$ cat src/rtl/irq_ctrl.sv
// irq_ctrl: prioritised interrupt controller with per-source mask and
// edge/level selection, a three-state request/service handshake and a
// small word-addressed register file.
//
// Register words:
//   0 PEND   (RO)  pending sources
//   1 MASK   (RW)  1 = source enabled
//   2 EDGE   (RW)  1 = edge-triggered, 0 = level-triggered
//   3 CLR    (WO)  write-1-to-clear latched edge pendings
//   4 ACTIVE (RO)  {in_service, 27'b0, active_id}
//   5 EOI    (WO)  end of interrupt, data ignored
//   6-7            read as zero, writes ignored
//
// NSRC must lie in 1..16 so that a source index fits in active_id.
module irq_ctrl #(
  parameter int NSRC = 16
) (
  input  logic            clk,
  input  logic            rst,
  input  logic [NSRC-1:0] src,
  output logic            irq,
  input  logic            irq_ack,
  input  logic [2:0]      bus_addr,
  input  logic [31:0]     bus_wdata,
  input  logic            bus_we,
  input  logic            bus_re,
  output logic [31:0]     bus_rdata,
  output logic [3:0]      active_id,
  output logic            in_service
);

  localparam logic [2:0] ADDR_PEND   = 3'd0;
  localparam logic [2:0] ADDR_MASK   = 3'd1;
  localparam logic [2:0] ADDR_EDGE   = 3'd2;
  localparam logic [2:0] ADDR_CLR    = 3'd3;
  localparam logic [2:0] ADDR_ACTIVE = 3'd4;
  localparam logic [2:0] ADDR_EOI    = 3'd5;

  typedef enum logic [1:0] {
    ST_IDLE    = 2'd0,
    ST_REQ     = 2'd1,
    ST_SERVICE = 2'd2
  } state_t;

  // Registered state
  state_t          state_q, state_d;
  logic            irq_q, irq_d;
  logic [3:0]      active_id_q, active_id_d;
  logic            in_service_q, in_service_d;
  logic [31:0]     bus_rdata_q, bus_rdata_d;
  logic [NSRC-1:0] mask_q, mask_d;
  logic [NSRC-1:0] edge_q, edge_d;
  logic [NSRC-1:0] edge_pend_q, edge_pend_d;
  logic [NSRC-1:0] prev_q, prev_d;

  // Combinational helpers
  logic            wr_mask, wr_edge, wr_clr, wr_eoi;
  logic [NSRC-1:0] wdata_src;
  logic [NSRC-1:0] edge_set;
  logic [NSRC-1:0] clr_vec;
  logic [NSRC-1:0] edge_chg;
  logic [NSRC-1:0] acc_clr;
  logic [NSRC-1:0] pending;
  logic [NSRC-1:0] req_vec;
  logic [3:0]      win_idx;
  logic            win_found;
  logic            accept;

  // Only the low NSRC data bits address sources; the rest is deliberately dropped.
  logic            unused_bits;
  assign unused_bits = &{1'b0, bus_wdata};

  assign wdata_src = bus_wdata[NSRC-1:0];

  // Write strobes decoded per register word
  always_comb begin
    wr_mask = bus_we && (bus_addr == ADDR_MASK);
    wr_edge = bus_we && (bus_addr == ADDR_EDGE);
    wr_clr  = bus_we && (bus_addr == ADDR_CLR);
    wr_eoi  = bus_we && (bus_addr == ADDR_EOI);
  end

  // Edge detection only in edge mode, so a line held high across reset
  // release (EDGE cleared by reset) never produces a stale edge.
  assign edge_set = edge_q & src & ~prev_q;
  assign clr_vec  = wr_clr  ? wdata_src : '0;
  assign edge_chg = wr_edge ? (edge_q ^ wdata_src) : '0;

  // Per-source clear of the accepted winner
  for (genvar gi = 0; gi < NSRC; gi++) begin : g_acc_clr
    assign acc_clr[gi] = accept && (win_idx == 4'(gi));
  end

  // Edge bits report the latched pending, level bits follow the line directly
  assign pending = (edge_q & edge_pend_q) | (~edge_q & src);
  assign req_vec = pending & mask_q;

  // Lowest-index requester wins; index 0 is reported when nothing requests
  always_comb begin
    win_idx   = 4'd0;
    win_found = 1'b0;
    for (int i = NSRC - 1; i >= 0; i--) begin
      if (req_vec[i]) begin
        win_idx   = 4'(i);
        win_found = 1'b1;
      end
    end
  end

  // Configuration registers and edge pending latch update
  always_comb begin
    mask_d = wr_mask ? wdata_src : mask_q;
    edge_d = wr_edge ? wdata_src : edge_q;
    prev_d = src;
    // A new edge beats CLR and acceptance; a mode change always wipes the bit.
    edge_pend_d = (edge_set | (edge_pend_q & ~(clr_vec | acc_clr))) & ~edge_chg;
  end

  // Request/service state machine: next state and outputs
  always_comb begin
    state_d      = state_q;
    active_id_d  = active_id_q;
    in_service_d = in_service_q;
    accept       = 1'b0;
    case (state_q)
      ST_IDLE: begin
        if (|req_vec) begin
          state_d = ST_REQ;
        end
      end
      ST_REQ: begin
        // Acknowledge takes priority over a collapsing request vector; with
        // no requester left the core still gets a (spurious) id 0 to EOI.
        if (irq_ack) begin
          state_d      = ST_SERVICE;
          active_id_d  = win_idx;
          in_service_d = 1'b1;
          accept       = win_found;
        end else if (!(|req_vec)) begin
          state_d = ST_IDLE;
        end
      end
      ST_SERVICE: begin
        if (wr_eoi) begin
          state_d      = ST_IDLE;
          in_service_d = 1'b0;
        end
      end
      default: begin
        state_d      = ST_IDLE;
        in_service_d = 1'b0;
      end
    endcase
    irq_d = (state_d == ST_REQ);
  end

  // Read data mux; sampled from current register values so a same-cycle
  // write to the same word is not visible yet
  always_comb begin
    bus_rdata_d = bus_rdata_q;
    if (bus_re) begin
      case (bus_addr)
        ADDR_PEND:   bus_rdata_d = 32'(pending);
        ADDR_MASK:   bus_rdata_d = 32'(mask_q);
        ADDR_EDGE:   bus_rdata_d = 32'(edge_q);
        ADDR_ACTIVE: bus_rdata_d = {in_service_q, 27'd0, active_id_q};
        default:     bus_rdata_d = 32'd0;
      endcase
    end
  end

  // State registers with asynchronous active-low clear
  always_ff @(posedge clk or negedge rst) begin
    if (!rst) begin
      state_q      <= ST_IDLE;
      irq_q        <= 1'b0;
      active_id_q  <= 4'd0;
      in_service_q <= 1'b0;
      bus_rdata_q  <= 32'd0;
      mask_q       <= '0;
      edge_q       <= '0;
      edge_pend_q  <= '0;
      prev_q       <= '0;
    end else begin
      state_q      <= state_d;
      irq_q        <= irq_d;
      active_id_q  <= active_id_d;
      in_service_q <= in_service_d;
      bus_rdata_q  <= bus_rdata_d;
      mask_q       <= mask_d;
      edge_q       <= edge_d;
      edge_pend_q  <= edge_pend_d;
      prev_q       <= prev_d;
    end
  end

  assign irq        = irq_q;
  assign active_id  = active_id_q;
  assign in_service = in_service_q;
  assign bus_rdata  = bus_rdata_q;

endmodule

$ cat config.mk
export PLATFORM = sky130hd
export DESIGN_NAME = irq_ctrl
export DESIGN_NICKNAME = d
export VERILOG_FILES = /design/src/rtl/irq_ctrl.sv
export SDC_FILE = /design/constraint.sdc
export NUM_CORES = 1
export LEC_CHECK = 0
export BUFFER_PORTS_ARGS = -buffer_cell sky130_fd_sc_hd__buf_2
export CORE_UTILIZATION = 55
export CTS_CLUSTER_SIZE = 40
export DETAILED_ROUTE_END_ITERATION = 8
export PLACE_DENSITY_LB_ADDON = 0.15
export SYNTH_ARGS = -nofsm -noshare
export SYNTH_HDL_FRONTEND = slang
export SYNTH_SLANG_ARGS = --single-unit
$ cat constraint.sdc
create_clock -name clk -period 3 [get_ports clk]
set_input_delay 0.3 -clock clk [delete_from_list [all_inputs] [get_ports clk]]
set_output_delay 0.3 -clock clk [all_outputs]
set_load 0.02 [all_outputs]
==> results of run 1 <==
[routing by layer]
layer / global-route usage / up-vias / part of all wire
li1: - / 1947 / -
met1: 0.395 / 1953 / 0.45
met2: 0.441 / 156 / 0.46
met3: 0.0431 / 21 / 0.068
met4: 0.117 / 0 / 0.021
met5: 0 / - / 0
[final timing paths]
kind | startpoint | to | slack (ps) | cells after the start
min in group asynchronous | rst | bus_rdata[0] | 440 | 2
max in group asynchronous | rst | edge_pend_q[11] | 1900 | 3
worst min-delay path | src[13] | prev_q[13] | 50 | 1
worst max register to register | edge_q[15] | edge_pend_q[8] | 610 | 6
worst min register to register | state_q[1] | irq | 500 | 1
worst max-delay path | edge_q[15] | edge_pend_q[8] | 610 | 6
[layout make-up]
type,count,area [µm²],area share
clock inverters,7,125,0.0229
multi-input cells,377,2330,0.428
clock buffers,9,124,0.0227
repair buffers,75,425,0.0779
flip-flops and latches,89,2230,0.408
well taps,105,131,0.0241
inverters,24,90.1,0.0165
[synthesized netlist by cell type (all sizes together), types with 3 or more instances]
cell type,instances,area [µm²]
nand3,7,45.0
a2bb2oi,3,26.3
a31oi,7,43.8
clkbuf,18,67.6
nand2b,4,27.5
nand3b,4,42.5
nor2b,3,18.8
o21ai,25,125
nor3b,6,45.0
mux2,26,308
o211ai,3,27.5
buf,20,141
and2,3,21.3
nor3,3,20.0
o32a,4,40.0
o2bb2ai,3,26.3
dfrtp,89,2230
mux2i,3,30.0
and3b,5,43.8
a22oi,3,41.3
o41a,7,78.8
inv,24,90.1
nand2,91,352
o221a,9,101
o22ai,28,175
o32ai,7,61.3
a21oi,51,255
nor2,41,154
[state kept, by name (all words and copies together) (netlist names)]
| signal | count |
|---|---|
| state_q | 2 |
| prev_q | 16 |
| bus_rdata | 17 |
| in_service | 1 |
| edge_q | 16 |
| irq | 1 |
| active_id | 4 |
| mask_q | 16 |
| edge_pend_q | 16 |
[cell families after synthesis]
group	after synthesis	share of synthesized area
AND/OR/NAND/NOR	172	0.168
AO/OA/AOI/OAI	161	0.236
flip-flops	89	0.463
buffers and inverters	62	0.0622
multiplexers	29	0.0703
other	1	0.000780
[power by group through the flow]
stage	logic (mW)	registers, mW	clock network, mW
after floorplan	0.827	1.71	0
after global placement	1.20	1.67	0
after detailed placement	1.24	1.69	0
after CTS	1.25	1.67	1.04
after global routing	1.37	1.71	1.09
final	1.26	1.67	1.03
[stage by stage]
step	worst slack, ps	power (mW)
2_1_floorplan	1060	2.53
3_3_place_gp	755	2.88
3_5_place_dp	669	2.93
4_1_cts	642	3.95
5_1_grt	566	4.16
6_report	611	3.96
[worst max-delay path, stage by stage, from the launching register on]
cell and delay, ps:
dfrtp_1 490, mux2_4 340, o2bb2ai_1 150, a311oi_1 390, o21ai_1 140, and2_1 310
o41a_1 440
==> flow_metrics.py, run 1 <==
metrics = {
    "sta": {
        "worst_pin_slew_ps": 960,
        "tns_ps": 0,
        "finalSetupViolations": 0,
        "rsz0062_at_grt": "false",
        "timing.final.crit_share": 0.796,
        "whs_ps": 53.6,
        "fmax_ghz": 0.419,
        "drv_slew": 0,
        "max-slew-margin-rel": 0.360,
        "hold_violations": 0,
        "clock_skew_ps": 13.7,
        "fin_crit_ps": 2390,
    },
    "yosys": {
        "avgSynthCellArea_um2": 9.35,
        "netlist_area_um2": 4810,
        "synth_edf_count": 0,
        "synthCells": 514,
        "ys_seq_elements": 89,
        "ys_seq_area_frac": 0.463,
        "yosysWarnings": 0,
        "synthArstFlopShare": 1.00,
        "synth_cell_type_count": 58,
        "synth_flop_cell": "dfrtp_1",
    },
    "die": {
        "core_um2": 8340,
        "initial_utilization": 0.577,
        "fp.dieW_um": 95.5,
        "ioPinCount": 94,
        "dieArea_um2": 9120,
        "dieHeight_um": 95.5,
        "fp-row-count": 33,
    },
    "place": {
        "place_area_um2": 5200,
        "port_buffers": 62,
        "hpwl_um": 8400,
        "gp_congestion": 0.848,
        "place_inst": 669,
    },
    "cts": {
        "ctsLongestPathBuffers": 2,
        "insertion_delay_ps": 380,
        "clk_pin_slew_ps": 100,
        "cts_resized": 0,
        "cts_tree": "built",
        "htreeDepth": 3,
        "clock_sinks": 89,
        "cts_root_buf": "clkbuf_8",
        "cts_hold_buf": 1,
        "numCtsBuffers": 9,
        "post-cts-setup-buffer-count": 0,
    },
    "critical_path": {
        "criticalPathCategory": "flip-flop to flip-flop",
        "cp-end-kind": "flip-flop",
        "startpoint_type": "flip-flop",
        "crit_fanout": 7,
        "crit_required_ps": 3260,
        "crit_arrival_ps": 2650,
    },
    "cells_and_area": {
        "most-common-layout-cells": "89 x nand2_1, 89 x dfrtp_1, 61 x buf_2, 51 x a21oi_1, 41 x nor2_1",
        "antenna_cells": 0,
        "drive_gt1_frac": 0.234,
        "area_growth_pct": 13.5,
        "stdcell_count": 686,
        "nFillCells": 746,
        "final_area_um2": 5460,
        "utilization": 0.654,
        "nets": 632,
    },
    "drt": {
        "dr.first_iter.drc_count": 274,
        "dr_total_vias": 4077,
        "route.detailed.drc": 0,
        "firstDrtPassIters": 5,
        "viasPerCell": 5.94,
        "ant_nets": 0,
        "wirelength_um": 12200,
        "wl_per_cell_um": 17.8,
    },
    "global_routing": {
        "grtUsageTotal": 0.284,
        "grt_pass1_vias": 3729,
        "grt_max_degree": 50,
        "grt_pass1_wl_um": 19100,
        "overflow": 0,
        "antenna_found_initial": 0,
    },
    "status": {
        "status": "finished, final reports clean",
    },
    "power_and_ir_drop": {
        "ir_drop_mv": 0.376,
        "p_leak_nw": 2.48,
        "power_density_nw_per_um2": 725,
        "switching_share": 0.369,
        "p_switching_mw": 1.46,
        "power_frac_comb": 0.319,
        "clkPwrFrac": 0.260,
        "p_seq_frac": 0.422,
        "p_int_mw": 2.50,
    },
    "flow_run": {
        "drv_cap": 0,
    },
    "hold_path": {
        "worst_hold_path_type": "input pin to flip-flop",
    },
}
No activity file was read; power rests on OpenSTA's default activity.
==> inputs of run 2 (changes only) <==
--- a/config.mk
+++ b/config.mk
@@ -5,6 +5,7 @@
 export SDC_FILE = /design/constraint.sdc
 export NUM_CORES = 1
 export LEC_CHECK = 0
+export ABC_AREA = 1
 export BUFFER_PORTS_ARGS = -buffer_cell sky130_fd_sc_hd__buf_2
 export CORE_UTILIZATION = 55
 export CTS_CLUSTER_SIZE = 40
==> constraint.sdc (replaced) <==
create_clock -name clk -period 2.3 [get_ports clk]
set_input_delay 0.23 -clock clk [delete_from_list [all_inputs] [get_ports clk]]
set_output_delay 0.23 -clock clk [all_outputs]
set_load 0.02 [all_outputs]
==> flow_metrics.py, run 2 <==
metrics = {
    "hold_path": {
        "worst_hold_path_type": "input pin to flip-flop",
    },
    "sta": {
        "fin_ws_ps": 179,
        "hold_violations": 0,
        "finalSetupViolations": 0,
        "clock_skew_ps": 10.4,
        "whs_ps": 11.5,
        "drv_slew": 0,
        "tns_ps": 0,
        "max-slew-margin-rel": 0.543,
        "fmax_ghz": 0.471,
        "timing.final.crit_share": 0.922,
        "worst_pin_slew_ps": 685,
        "fin_crit_ps": 2120,
    },
    "global_routing": {
        "grt_pass1_vias": 3702,
        "grt_pass1_wl_um": 17200,
        "grt_max_degree": 50,
        "grtUsageTotal": 0.255,
        "overflow": 0,
        "antenna_found_initial": 0,
    },
    "cells_and_area": {
        "antenna_cells": 0,
        "area_growth_pct": 17.5,
        "largest_register_ffs": 17,
        "utilization": 0.666,
        "nFillCells": 704,
        "nets": 704,
        "drive_gt1_frac": 0.222,
        "most-common-layout-cells": "151 x nand2_1, 86 x dfrtp_1, 64 x o21ai_0, 61 x buf_2, 58 x inv_1",
        "layout_commonest_cell": "nand2_1",
    },
    "drt": {
        "dr_total_vias": 3955,
        "ant_nets": 0,
        "viasPerCell": 5.22,
        "wirelength_um": 10400,
        "firstDrtPassIters": 5,
        "route.detailed.drc": 0,
        "dr.first_iter.drc_count": 270,
        "wl_per_cell_um": 13.7,
    },
    "power_and_ir_drop": {
        "clkPwrFrac": 0.250,
        "power_density_nw_per_um2": 947,
        "p_switching_mw": 1.88,
        "switching_share": 0.364,
        "p_int_mw": 3.30,
        "power_frac_comb": 0.331,
        "p_seq_frac": 0.419,
        "total_power_mw": 5.18,
        "p_leak_nw": 2.75,
        "ir_drop_mv": 0.545,
    },
    "yosys": {
        "synth_mux_area_frac": 0.0290,
        "synthXorXnorAreaFrac": 0.0282,
        "synth.area.top_cells": "dfrtp_1 48%, nand2_1 12%, o21ai_0 6.9%, inv_1 4.7%, mux2_2 2.9%",
        "synth_flop_cell": "dfrtp_1",
        "synth_top_family_by_area": "simple AND/OR/NAND/NOR gates",
        "ys_seq_elements": 89,
        "yosysTopAreaCell": "dfrtp_1",
        "ys_seq_area_frac": 0.478,
        "synth_edf_count": 0,
        "yosysTopAreaCellShare": 0.478,
        "yosys.area_share.simple": 0.233,
        "synth_common_cells": "152 x nand2_1, 89 x dfrtp_1, 64 x o21ai_0, 58 x inv_1, 23 x nor2_1",
        "synth_fa_ha_area_frac": 0,
        "yosysWarnings": 0,
        "synth_cell_type_count": 32,
        "synth_compound_area_frac": 0.134,
        "synthCells": 567,
        "synthArstFlopShare": 1.00,
        "avgSynthCellArea_um2": 8.21,
        "yosysMostFrequentCell": "nand2_1",
        "netlist_area_um2": 4660,
    },
    "die": {
        "initial_utilization": 0.567,
        "ioPinCount": 94,
        "dieArea_um2": 8840,
        "core_um2": 8220,
        "dieHeight_um": 94.0,
        "fp-row-count": 33,
        "fp.dieW_um": 94.0,
    },
    "critical_path": {
        "crit_buf_inv": 2,
        "criticalPathCategory": "flip-flop to flip-flop",
        "startpoint_type": "flip-flop",
        "crit_fanout": 10,
        "crit_path_max_incr_delay_ps": 460,
        "cp_top_family": "simple AND/OR/NAND/NOR gates",
        "crit_required_ps": 2540,
        "cpMaxStageDelayCell": "dfrtp_1",
        "path_cells": "inv_2 > or2_1 > o21ai_2 > inv_2 > nand2_8 > nand2_4 > nor2_4 > nand2_2 > a21oi_4 > nand2_2 > nor2_4 > nand4_1 > nand2_1 > a21oi_1",
        "cp-end-kind": "flip-flop",
        "crit_arrival_ps": 2360,
    },
    "cts": {
        "numCtsBuffers": 9,
        "clock_sinks": 89,
        "ctsLongestPathBuffers": 2,
        "clk_pin_slew_ps": 90,
        "insertion_delay_ps": 360,
        "cts_root_buf": "clkbuf_8",
        "cts_tree": "built",
        "htreeDepth": 3,
    },
    "flow_run": {
        "drv_cap": 0,
    },
    "place": {
        "post-place-ws_ps": 205,
        "port_buffers": 62,
        "hpwl_um": 7180,
        "gp_congestion": 0.802,
    },
    "status": {
        "status": "finished, final reports clean",
    },
}
-- run 2: cell types whose count changed in the layout (fill, tap and decap cells not counted), sizes merged, moves of 9 or more --
cell,delta
inv,+50
o221a,-9
a21oi,-32
nand3b,+12
nand2,+71
o21ai,+47
o22ai,-24
nor2,-14
dlygate4sd3,+9
mux2,-14
xnor2,+15
-- run 2: repair_timing --
action	CTS	global route
setup endpoints to repair	0	12
hold buffers	7	3
hold endpoints to repair	54	3
buffers inserted	0	5
gates resized for setup	0	8
-- run 2: cells by family (layout without fill, tap and decap cells) --
kind of cell / Yosys count / count (layout)
buffers and inverters: 104 / 175
xor gates and xnor gates: 15 / 15
AOI/OAI and AO/OA: 110 / 110
other: 1 / 15
DFF: 89 / 89
muxes: 12 / 12
and+or+nand+nor: 236 / 237
-- run 2: cell type report --
class	instances	area [µm²]	share of cell area
multi-input cells	389	2070	0.379
clock buffers	9	124	0.0226
inverters	75	282	0.0514
flip-flops and latches	89	2230	0.408
clock inverters	7	118	0.0215
repair buffers	84	515	0.0942
well taps	105	131	0.0240
-- run 2: worst reg2reg max path, cell delays in order, from the launching register on --
cell     delay [ps]
dfrtp_1         460
inv_2            50
or2_1           220
o21ai_2          80
inv_2            80
nand2_8         110
nand2_4          80
nor2_4          120
nand2_2          80
a21oi_4         180
nand2_2         140
nor2_4          130
nand4_1         140
nand2_1          90
a21oi_1          60
-- run 2: worst paths after layout --
| path | from | end | slack, ps | cells after the start |
|---|---|---|---|---|
| max in group asynchronous | rst | edge_q[1] | 1220 | 3 |
| min in group asynchronous | rst | bus_rdata[3] | 450 | 2 |
| worst max register to register | edge_q[0] | edge_pend_q[13] | 180 | 14 |
| worst min register to register | prev_q[15] | edge_pend_q[15] | 510 | 2 |
| worst max-delay path | edge_q[0] | edge_pend_q[13] | 180 | 14 |
| worst min-delay path | src[15] | prev_q[15] | 10 | 1 |
-- run 2: power by group through the flow --
stage | Combinational (mW) | Sequential [mW] | Clock [mW]
6_report | 1.72 | 2.17 | 1.29
3_3_place_gp | 1.53 | 2.18 | 0
2_1_floorplan | 1.08 | 2.26 | 0
5_1_grt | 1.94 | 2.22 | 1.37
4_1_cts | 1.59 | 2.17 | 1.32
3_5_place_dp | 1.58 | 2.20 | 0
-- run 2: layer usage --
metal | global-route usage | vias up | share of wire
met5 | 0 | - | 0
met1 | 0.358 | 1877 | 0.47
met4 | 0.0769 | 0 | 0.012
met2 | 0.404 | 104 | 0.47
li1 | - | 1965 | -
met3 | 0.0437 | 9 | 0.045
-- run 2: metrics by stage --
step / cells / instance area, µm²
floorplan: 581 / 4710
global route: 758 / 5470
detailed placement: 726 / 5060
finish: 758 / 5470
CTS: 749 / 5370
global placement: 726 / 5060
==> inputs of run 3 (changes only) <==
--- a/config.mk
+++ b/config.mk
@@ -8,9 +8,10 @@
 export ABC_AREA = 1
 export BUFFER_PORTS_ARGS = -buffer_cell sky130_fd_sc_hd__buf_2
 export CORE_UTILIZATION = 55
-export CTS_CLUSTER_SIZE = 40
+export CTS_CLUSTER_SIZE = 20
 export DETAILED_ROUTE_END_ITERATION = 8
 export PLACE_DENSITY_LB_ADDON = 0.15
+export SETUP_SLACK_MARGIN = 0.1
 export SYNTH_ARGS = -nofsm -noshare
 export SYNTH_HDL_FRONTEND = slang
 export SYNTH_SLANG_ARGS = --single-unit
==> constraint.sdc (replaced) <==
create_clock -name clk -period 2.3 [get_ports clk]
set_input_delay 0.46 -clock clk [delete_from_list [all_inputs] [get_ports clk]]
set_output_delay 0.46 -clock clk [all_outputs]
set_load 0.02 [all_outputs]
==> flow_metrics.py, run 3 (synthesized netlist as in run 2, its figures left out) <==
metrics = {
    "critical_path": {
        "cp-end-kind": "flip-flop",
        "rrSetupSlack_ps": 220,
        "crit_fanout": 5,
        "cp-endpoint": "edge_pend_q[3]",
        "crit_arrival_ps": 2340,
        "startpoint_type": "flip-flop",
        "criticalPathCategory": "flip-flop to flip-flop",
        "r2r-end": "edge_pend_q[3]",
        "crit_required_ps": 2560,
        "r2r_start": "edge_q[11]",
        "setup.worst_path.start": "edge_q[11]",
        "reg2regPathDepth": 12,
    },
    "sta": {
        "max-slew-margin-rel": 0.663,
        "timing.final.crit_share": 0.903,
        "finalSetupViolations": 0,
        "worst_pin_slew_ps": 505,
        "drv_slew": 0,
        "tns_ps": 0,
        "whs_ps": 45.2,
        "fin_crit_ps": 2080,
        "fin_ws_ps": 223,
        "hold_violations": 0,
        "rsz0062_at_grt": "true",
        "clock_skew_ps": 9.01,
        "fmax_ghz": 0.482,
    },
    "power_and_ir_drop": {
        "p_leak_nw": 2.74,
        "clkPwrFrac": 0.234,
        "ir_drop_mv": 0.452,
        "switching_share": 0.371,
        "power_frac_comb": 0.345,
        "p_int_mw": 3.24,
        "power_density_nw_per_um2": 946,
        "p_switching_mw": 1.92,
        "p_seq_frac": 0.422,
    },
    "place": {
        "hpwl_um": 7430,
        "post-place-ws_ps": 110,
        "gp_congestion": 0.793,
        "port_buffers": 62,
    },
    "cells_and_area": {
        "drive_gt1_frac": 0.256,
        "antenna_cells": 0,
        "most-common-layout-cells": "147 x nand2_1, 83 x dfrtp_1, 64 x o21ai_0, 61 x buf_2, 57 x inv_1",
        "area_growth_pct": 17.1,
        "nets": 699,
        "largest_register_ffs": 17,
        "layout_commonest_cell": "nand2_1",
    },
    "die": {
        "fp-row-count": 33,
        "fp.dieW_um": 94.0,
        "dieArea_um2": 8840,
        "core_um2": 8220,
        "dieHeight_um": 94.0,
        "initial_utilization": 0.567,
        "ioPinCount": 94,
    },
    "drt": {
        "wirelength_um": 10600,
        "route.met2.wl_um": 5090,
        "ant_nets": 0,
        "dr.first_iter.drc_count": 203,
        "dr_wl_met3_um": 506,
        "route.detailed.drc": 0,
        "viasPerCell": 5.28,
        "dr_total_vias": 3976,
        "wl_met1_um": 4790,
        "wl_per_cell_um": 14.1,
        "firstDrtPassIters": 5,
        "topRoutingLayerUsed": "met4",
    },
    "cts": {
        "htreeDepth": 3,
        "insertion_delay_ps": 370,
        "ctsLongestPathBuffers": 2,
        "cts_tree": "built",
        "cts_hold_buf": 0,
        "cts_root_buf": "clkbuf_8",
        "clock_sinks": 89,
        "numCtsBuffers": 9,
        "clk_pin_slew_ps": 90,
    },
    "global_routing": {
        "grt_pass1_wl_um": 17200,
        "grt_pass1_vias": 3641,
        "overflow": 0,
        "grt_max_degree": 49,
        "antenna_found_initial": 0,
        "grtUsageTotal": 0.258,
    },
    "status": {
        "status": "finished, final reports clean",
    },
    "hold_path": {
        "worst_hold_path_type": "input pin to async pin",
    },
    "flow_run": {
        "drv_cap": 0,
    },
}
==> run 3: metrics by stage <==
step / utilization / cells / total power, mW / cell area, µm²
after floorplan: - / 581 / 3.34 / 4710
after global placement: 0.619 / 730 / 3.74 / 5090
after detailed placement: 0.619 / 730 / 3.82 / 5090
after CTS: 0.646 / 746 / 5.02 / 5310
after global routing: 0.663 / 753 / 5.51 / 5450
final: 0.663 / 753 / 5.16 / 5450
==> run 3: power groups by stage <==
stage / sequential [mW] / clock, mW / combinational [mW]
2_1_floorplan: 2.26 / 0 / 1.08
5_1_grt: 2.22 / 1.29 / 2.00
3_3_place_gp: 2.18 / 0 / 1.56
6_report: 2.18 / 1.20 / 1.78
4_1_cts: 2.17 / 1.22 / 1.63
3_5_place_dp: 2.20 / 0 / 1.62
==> run 3: metal layers <==
metal	GRT usage	vias up
li1	-	1953
met1	0.345	1889
met2	0.414	115
met3	0.0396	19
met4	0.117	0
met5	0	-
==> run 3: layout make-up <==
| type | count | area (µm²) |
|---|---|---|
| repair buffers | 80 | 464 |
| well taps | 105 | 131 |
| clock inverters | 5 | 78.8 |
| flip-flops and latches | 89 | 2230 |
| fillers | 706 | 2770 |
| clock buffers | 11 | 141 |
| inverters | 75 | 282 |
| multi-input cells | 388 | 2120 |
==> run 3: worst min-delay path by stage <==
stage               from           end  slack [ps]
finish               rst  bus_rdata[2]          50
global route         rst  bus_rdata[2]          70
CTS                  rst  bus_rdata[2]          70
detailed placement   rst  bus_rdata[2]         470
global placement     rst  bus_rdata[2]         450
floorplan            rst  active_id[0]         160
==> run 3: what timing repair did <==
item,4_1_cts,5_1_grt
setup buffers,0,7
gates resized for setup,0,27
endpoints found under the setup margin,0,15
hold endpoints to repair,0,0
==> run 3: worst max-delay path: stages, from the launching register on <==
cell and delay [ps]:
dfrtp_1 440, inv_2 80, nand2_1 40, nand2_1 90
nand2_1 80, nand2_1 110, nor2_2 90, o21ai_1 220
a21oi_2 140, nor4_4 340, nand4_1 190, nand2_1 100
a21oi_1 50
